`config.mk`:
```
export PLATFORM = sky130hd
export DESIGN_NAME = uart_digit_receiver
export DESIGN_NICKNAME = d
export VERILOG_FILES = /design/src/rtl/uart_digit_receiver.sv
export SDC_FILE = /design/constraint.sdc
export NUM_CORES = 1
export LEC_CHECK = 0
export BUFFER_PORTS_ARGS = -buffer_cell sky130_fd_sc_hd__clkbuf_2
export CAP_MARGIN = 20
export CORE_MARGIN = 5
export CORE_UTILIZATION = 53
export CTS_CLUSTER_SIZE = 12
export DETAILED_ROUTE_END_ITERATION = 16
export MAX_ROUTING_LAYER = met4
export PLACE_DENSITY = 0.75
export SLEW_MARGIN = 0
export SYNTH_ARGS = -nofsm -noshare
export SYNTH_HDL_FRONTEND = slang
export SYNTH_SLANG_ARGS = --single-unit
export TNS_END_PERCENT = 10
```
`constraint.sdc`:
```
create_clock -name clk -period 2.2 [get_ports clk]
set_input_delay 0.22 -clock clk [delete_from_list [all_inputs] [get_ports clk]]
set_output_delay 0.22 -clock clk [all_outputs]
set_load 0.01 [all_outputs]
```
`src/rtl/uart_digit_receiver.sv`:
```
// 8N1 UART receiver that decodes ASCII '0'..'9' and publishes each group of
// four digits to LED0..LED3 with a one-cycle digits_valid strobe.
module uart_digit_receiver #(
    parameter int CLKS_PER_BIT = 10416
) (
    input  logic       clk,
    input  logic       rst,
    input  logic       Rxd,
    output logic [3:0] LED0,
    output logic [3:0] LED1,
    output logic [3:0] LED2,
    output logic [3:0] LED3,
    output logic       digits_valid,
    output logic       frame_error,
    output logic       char_error
);

    localparam int TW = $clog2(CLKS_PER_BIT);
    localparam logic [TW-1:0] BIT_LAST  = TW'(CLKS_PER_BIT - 1);
    localparam logic [TW-1:0] HALF_LAST = TW'(CLKS_PER_BIT / 2 - 1);

    localparam logic [2:0] ST_IDLE  = 3'd0;
    localparam logic [2:0] ST_START = 3'd1;
    localparam logic [2:0] ST_DATA  = 3'd2;
    localparam logic [2:0] ST_STOP  = 3'd3;
    localparam logic [2:0] ST_BREAK = 3'd4;

    logic          r_rx_meta;
    logic          r_rx_s;
    logic [2:0]    r_state;
    logic [TW-1:0] r_timer;
    logic [2:0]    r_bit_idx;
    logic [7:0]    r_shift;
    logic [1:0]    r_idx;
    logic [3:0]    r_shadow [4];
    logic [3:0]    r_led    [4];
    logic          r_dv;
    logic          r_fe;
    logic          r_ce;

    logic          w_is_digit;
    logic [3:0]    w_digit;

    // 0x30..0x39 share the upper nibble 3, so the digit value is the low nibble.
    assign w_is_digit = (r_shift >= 8'h30) && (r_shift <= 8'h39);
    assign w_digit    = r_shift[3:0];

    always_ff @(posedge clk) begin
        if (rst) begin
            r_rx_meta <= 1'b1;
            r_rx_s    <= 1'b1;
            r_state   <= ST_IDLE;
            r_timer   <= '0;
            r_bit_idx <= '0;
            r_shift   <= '0;
            r_idx     <= '0;
            r_dv      <= 1'b0;
            r_fe      <= 1'b0;
            r_ce      <= 1'b0;
            for (int i = 0; i < 4; i++) begin
                r_shadow[i] <= '0;
                r_led[i]    <= '0;
            end
        end else begin
            r_rx_meta <= Rxd;
            r_rx_s    <= r_rx_meta;
            r_dv      <= 1'b0;
            r_fe      <= 1'b0;
            r_ce      <= 1'b0;
            case (r_state)
                ST_IDLE: begin
                    if (!r_rx_s) begin
                        r_state <= ST_START;
                        r_timer <= '0;
                    end
                end
                ST_START: begin
                    if (r_timer == HALF_LAST) begin
                        r_timer   <= '0;
                        r_bit_idx <= '0;
                        r_state   <= r_rx_s ? ST_IDLE : ST_DATA;
                    end else begin
                        r_timer <= r_timer + 1'b1;
                    end
                end
                ST_DATA: begin
                    if (r_timer == BIT_LAST) begin
                        r_timer            <= '0;
                        r_shift[r_bit_idx] <= r_rx_s;
                        r_bit_idx          <= r_bit_idx + 1'b1;
                        if (r_bit_idx == 3'd7) begin
                            r_state <= ST_STOP;
                        end
                    end else begin
                        r_timer <= r_timer + 1'b1;
                    end
                end
                ST_STOP: begin
                    if (r_timer == BIT_LAST) begin
                        r_timer <= '0;
                        if (r_rx_s) begin
                            r_state <= ST_IDLE;
                            if (w_is_digit) begin
                                r_shadow[r_idx] <= w_digit;
                                if (r_idx == 2'd3) begin
                                    // The 4th digit bypasses its shadow so the group lands in one cycle.
                                    r_led[0] <= r_shadow[0];
                                    r_led[1] <= r_shadow[1];
                                    r_led[2] <= r_shadow[2];
                                    r_led[3] <= w_digit;
                                    r_dv     <= 1'b1;
                                    r_idx    <= 2'd0;
                                end else begin
                                    r_idx <= r_idx + 1'b1;
                                end
                            end else begin
                                r_ce  <= 1'b1;
                                r_idx <= 2'd0;
                            end
                        end else begin
                            r_fe    <= 1'b1;
                            r_idx   <= 2'd0;
                            r_state <= ST_BREAK;
                        end
                    end else begin
                        r_timer <= r_timer + 1'b1;
                    end
                end
                ST_BREAK: begin
                    // A held-low line must rise before another start bit is accepted.
                    if (r_rx_s) begin
                        r_state <= ST_IDLE;
                    end
                end
                default: r_state <= ST_IDLE;
            endcase
        end
    end

    assign LED0         = r_led[0];
    assign LED1         = r_led[1];
    assign LED2         = r_led[2];
    assign LED3         = r_led[3];
    assign digits_valid = r_dv;
    assign frame_error  = r_fe;
    assign char_error   = r_ce;

endmodule

```
## Yosys cells after proc, flatten, opt, wreduce, memory -nomap -nowiden

Memory sizes are Yosys's and may differ from the RTL's.
Cells that the tools add are included.

| operators by class | value |
|---|---|
| multiplexer cells | 46 |
| add/sub/neg operators | 3 |
| reduce and logical (&&, ||, !) cells | 14 |
| $lt $le $gt $ge | 4 |
| equal/unequal tests | 14 |
| bitwise operators | 7 |

Operator list:

| kind | number |
|---|---|
| 14-bit two-way mux | 3 |
| 14-bit case mux with 3 select lines | 1 |
| 3-bit two-way mux | 9 |
| 4-bit two-way mux | 5 |
| 1-bit two-way mux | 19 |
| 3-bit case mux with 5 select lines | 1 |
| 14-bit by 1-bit adder with 14-bit output, second input constant | 1 |
| 14-bit by 13-bit equality test with 1-bit output, second input constant | 1 |
| 14-bit equality test, second input constant | 1 |
| 2-bit != test, second input constant | 6 |
| 2-bit two-way mux | 5 |
| 8-bit bitwise mux | 1 |
| 8-bit by 6-bit greater-or-equal comparator with 1-bit output, second input constant | 1 |
| 8-bit by 6-bit <= comparator with 1-bit output, second input constant | 1 |
| 4-bit OR reduction | 2 |
| 3-bit by 2-bit equality test with 1-bit output, second input constant | 2 |
| 3-bit equality test, second input constant | 2 |
| 3-bit case mux with 2 select lines | 1 |
| 2-bit AND reduction | 3 |
| 6-bit AND reduction | 1 |
| 3-bit by 4-bit less-than comparator with 1-bit output, second input constant | 1 |
| 1-bit OR | 4 |
| 3-bit by 1-bit adder with 3-bit output, second input constant | 1 |
| 1-bit demux with 3-bit select | 1 |
| 12 further kinds | 15 |

| storage, ports and cells | value |
|---|---|
| memory bits (writable) | 32 |
| register bits | 35 |
| memories kept | 2 |

Memories:

| memory | depth | width | read ports | clocked after Yosys merged registers in | write ports | RTL line | source |
|---|---|---|---|---|---|---|---|
| r_led | 4 | 4 | 4 | 0 | 4 | 36 | `logic [3:0] r_led [4];` |
| r_shadow | 4 | 4 | 3 | 0 | 4 | 35 | `logic [3:0] r_shadow [4];` |

## Longest topological paths before layout

| depth | value |
|---|---|
| word-level depth | 10 |
| depth in mapped cells | 8 |
| depth with buffers taken out | 6 |

## Least setup slack after synthesis

OpenSTA, ideal clock, no wires.

| path | value |
|---|---|
| path type | flip-flop to flip-flop |
| from | register r_timer[0] |
| to | memory r_led[0][0] (enable) |
| setup slack | 0.112 ns |
| period minus slack after synthesis | 2.088 ns |
| library setup time | 0.367 ns |
| cell stages (with the launch flop) | 8 |
| path buffers | 1 |
| arrival time | 1.721 ns |
| path through | dfxtp_1 -> ha_1 -> and4bb_2 -> and4_1 -> buf_4 -> nand3_4 -> nor2_1 -> a21o_1 |

RTL lines:

| what | RTL line | source |
|---|---|---|
| start, declared | 31 | `logic [TW-1:0] r_timer;` |
| start signal, assigned | 83 | `r_timer <= r_timer + 1'b1;` |
| start signal, assigned | 95 | `r_timer <= r_timer + 1'b1;` |
| start signal, assigned | 126 | `r_timer <= r_timer + 1'b1;` |
| end, declared | 36 |  |

==> reports/metrics.csv <==
metric;value;unit
die span in x;83.42;microns
largest net degree at the start of global routing;34;
P_sw;0.5355;mW
Synth area leader;edfxtp_1;
synthesized area;0.002856;sq mm
Design Area, Final;0.003298;sq mm
# hold bufs at CTS;0;
clock power share;37.7;%
Post-synth top flop;dfxtp_1;
vias per cell;5.418;
Slew Limit Fails;0;
die height;83.42;microns
CP startpoint kind;flop;
area of placed instances;0.003097;sq mm
Critical Path Fanout Max;5;
global-route wire length before repair;8466;microns
min Tclk post-route;2.088;ns
ys async rst share;0;%
DPL Wire Length;3547;microns
nets;310;
Slew headroom;61.92;%
syn_nets;279;
Worst-path clk slew;0.07;ns
Routed Antenna Nets;0;
layout cells sized above 1;22.40;%
RSZ-0062 raised after global routing;no;
Seq cells post-synth;63;
Clock Path Buffers;2;
Max Freq;479.0;MHz
worst slew pin tran;0.5699;ns
metal3 WL;210;microns
sw frac;23.45;%
sequential area share after synthesis;53.96;%
setup tns final;0;ns
final setup fails;0;
Initial Util;55.22;%
Yosys warning count;0;
synth top area cells;edfxtp_1 (29%), dfxtp_1 (25%), and2_1 (3.9%);
Syn-to-layout area delta;15.46;%
Port Buffer Count;21;
status;finished clean;
Post-synth EDFFs;28;
Unique masters post-synth;43;
DRT Wirelength;5114;microns
met1 WL;2449;microns
WP data required;2.25;ns
ANT cells;0;
Clock Skews;0.007547;ns
vias in the first global route;1871;
vias;2048;
Power Density;692.5;mW/mm^2
metal2 WL;2391;microns
gp weighted congestion;0.8283;
CTS Buf Count;9;
CTS tree;yes;
IO Pins;22;
sequential power share;55.6;%
Core ar.;0.005172;sq mm
DRC violations left;0;
DR WL/cell;13.53;microns
cell count after synthesis;272;
Final period util;94.90;%
top cell type's share of synthesized area;29.43;%
syn_area_per_cell;10.50;sq um
FP Rows;26;
worst endpoint data arrival time;2.14;ns
worst-skew pair later-pin latency;0.33;ns
Hold Vio Cnt, Final;0;
Peak VDD IR;0.4604;mV
Clock Tree Root;clkbuf_8;
Pint;1.748;mW
initial antenna violation count;0;
max_cap viols;0;
initial drt markers;100;
total gr overflow;0;
worst hold path type;primary input to flop;
Comb power frac;6.7;%
die area;0.006958;sq mm
H-tree lvl count;3;
GR Util All Layers;15.58;%
drt first pass iters;4;
kind of end point of the critical path;flop;
DR top layer;met4;
LEAKAGE;1.277;nW
Worst Setup Path Type;flop to flop;
Clock Sinks;63;
## state kept, by name, summed over array words and instances, names as in the netlist
name          cells
r_rx_s            1
r_led            16
r_idx             2
r_shadow         12
char_error        1
frame_error       1
r_timer          14
r_rx_meta         1
digits_valid      1
r_bit_idx         3
r_shift           8
r_state           3
## area by class of cell
type	instances	area, sq um
clock buffers	11	141.4
clock inverters	5	33.78
fillers	413	1874
inverters	5	18.77
multi-input cells	189	1250
flip-flops and latches	63	1544
well taps	70	87.58
repair buffers	35	222.7
## path summary, 6_finish.rpt
path | start | end | slack [ns] | cells past startpoint
max | r_timer[0] | r_shadow[1][0] | 0.11 | 7
min | Rxd | r_rx_meta | 0.06 | 2
max reg2reg | r_timer[0] | r_shadow[1][0] | 0.11 | 7
min reg2reg | r_rx_meta | r_rx_s | 0.41 | 1
## metrics by stage
stage,power [mW],util [%],setup WS [ns],instances,hold slack (ns)
after floorplan,1.400,-,0.1121,272,0.3238
after global placement,1.444,59.87,0.1572,361,0.3948
after detailed placement,1.447,59.87,0.08272,361,0.3971
after CTS,2.304,63.26,0.07413,377,0.05607
after global routing,2.390,63.76,0.01770,378,0.06083
final,2.284,63.76,0.1121,378,0.06337
## cell usage after synthesis (all sizes together), types with 3 or more instances
master  instances
nor2           22
a21oi           9
or2             6
ha              4
and3b           3
nor2b           6
clkbuf         12
nand4          13
nand3          11
xnor2           4
a31oi           5
nand3b          4
dfxtp          35
and3           18
or3             5
mux2i          10
o21ai           5
nand2          15
nor3            4
nor4            3
buf             3
edfxtp         28
inv             5
and2           18
a21boi          3
nor3b           3
## worst max-delay path: stages (launching register included)
cell and delay, ns:
dfxtp_2 0.35, ha_2 0.19, and4bb_2 0.25, nand4_1 0.15
nor4_2 0.33, buf_4 0.18, and3b_2 0.22, or2_4 0.14
## power groups by stage
| stage | Sequential, mW | Clock (mW) | Combinational (mW) |
|---|---|---|---|
| detailed placement | 1.29 | 0 | 0.153 |
| floorplan | 1.30 | 0 | 0.103 |
| CTS | 1.27 | 0.883 | 0.153 |
| global route | 1.27 | 0.948 | 0.170 |
| finish | 1.27 | 0.860 | 0.154 |
| global placement | 1.29 | 0 | 0.150 |
## timing repair
item / in CTS / in global routing
resized for setup: 0 / 8
hold endpoints to repair: 0 / 0
endpoints found under the setup margin: 0 / 8
buffers inserted: 0 / 1
## cell families (layout without fill, tap and decap cells)
| group | count (synthesis) | after routing | synth area share (%) |
|---|---|---|---|
| DFF | 63 | 63 | 53.96 |
| and+or+nand+nor | 140 | 140 | 29.30 |
| adders and majority gates | 4 | 4 | 1.752 |
| buffers and inverters | 20 | 56 | 3.066 |
| xor gates and xnor gates | 4 | 4 | 1.226 |
| AOI/OAI and AO/OA | 30 | 30 | 6.789 |
| muxes | 11 | 11 | 3.898 |
## metal layers
layer / track usage (%) / up-vias
met3: 4.158 / 6
li1: - / 1055
met2: 24.05 / 37
met4: 7.456 / 0
met5: - / -
met1: 19.00 / 950
## layout by cell type (no fill, tap or decap), types with 3 or more instances in the layout
master    Yosys  layout
clkbuf_8      0      10
clkbuf_2      3      21
or3_1         5       5
buf_4         2      13
edfxtp_1     28      28
o21ai_0       5       5
dfxtp_1      35      33
nor2_1       22      22
nand3b_1      4       4
a21boi_0      3       3
xnor2_1       4       4
or2_2         6       4
ha_1          4       3
a21oi_1       9       9
a31oi_1       5       5
and3_1       18      18
inv_1         5       5
and2_1       18      18
mux2i_1      10      10
nor2b_1       6       6
nor3_1        4       4
nand3_1      10      10
nand4_1      13      13
nor3b_1       3       3
nand2_1      15      15
(Power assumes the default switching activity.)
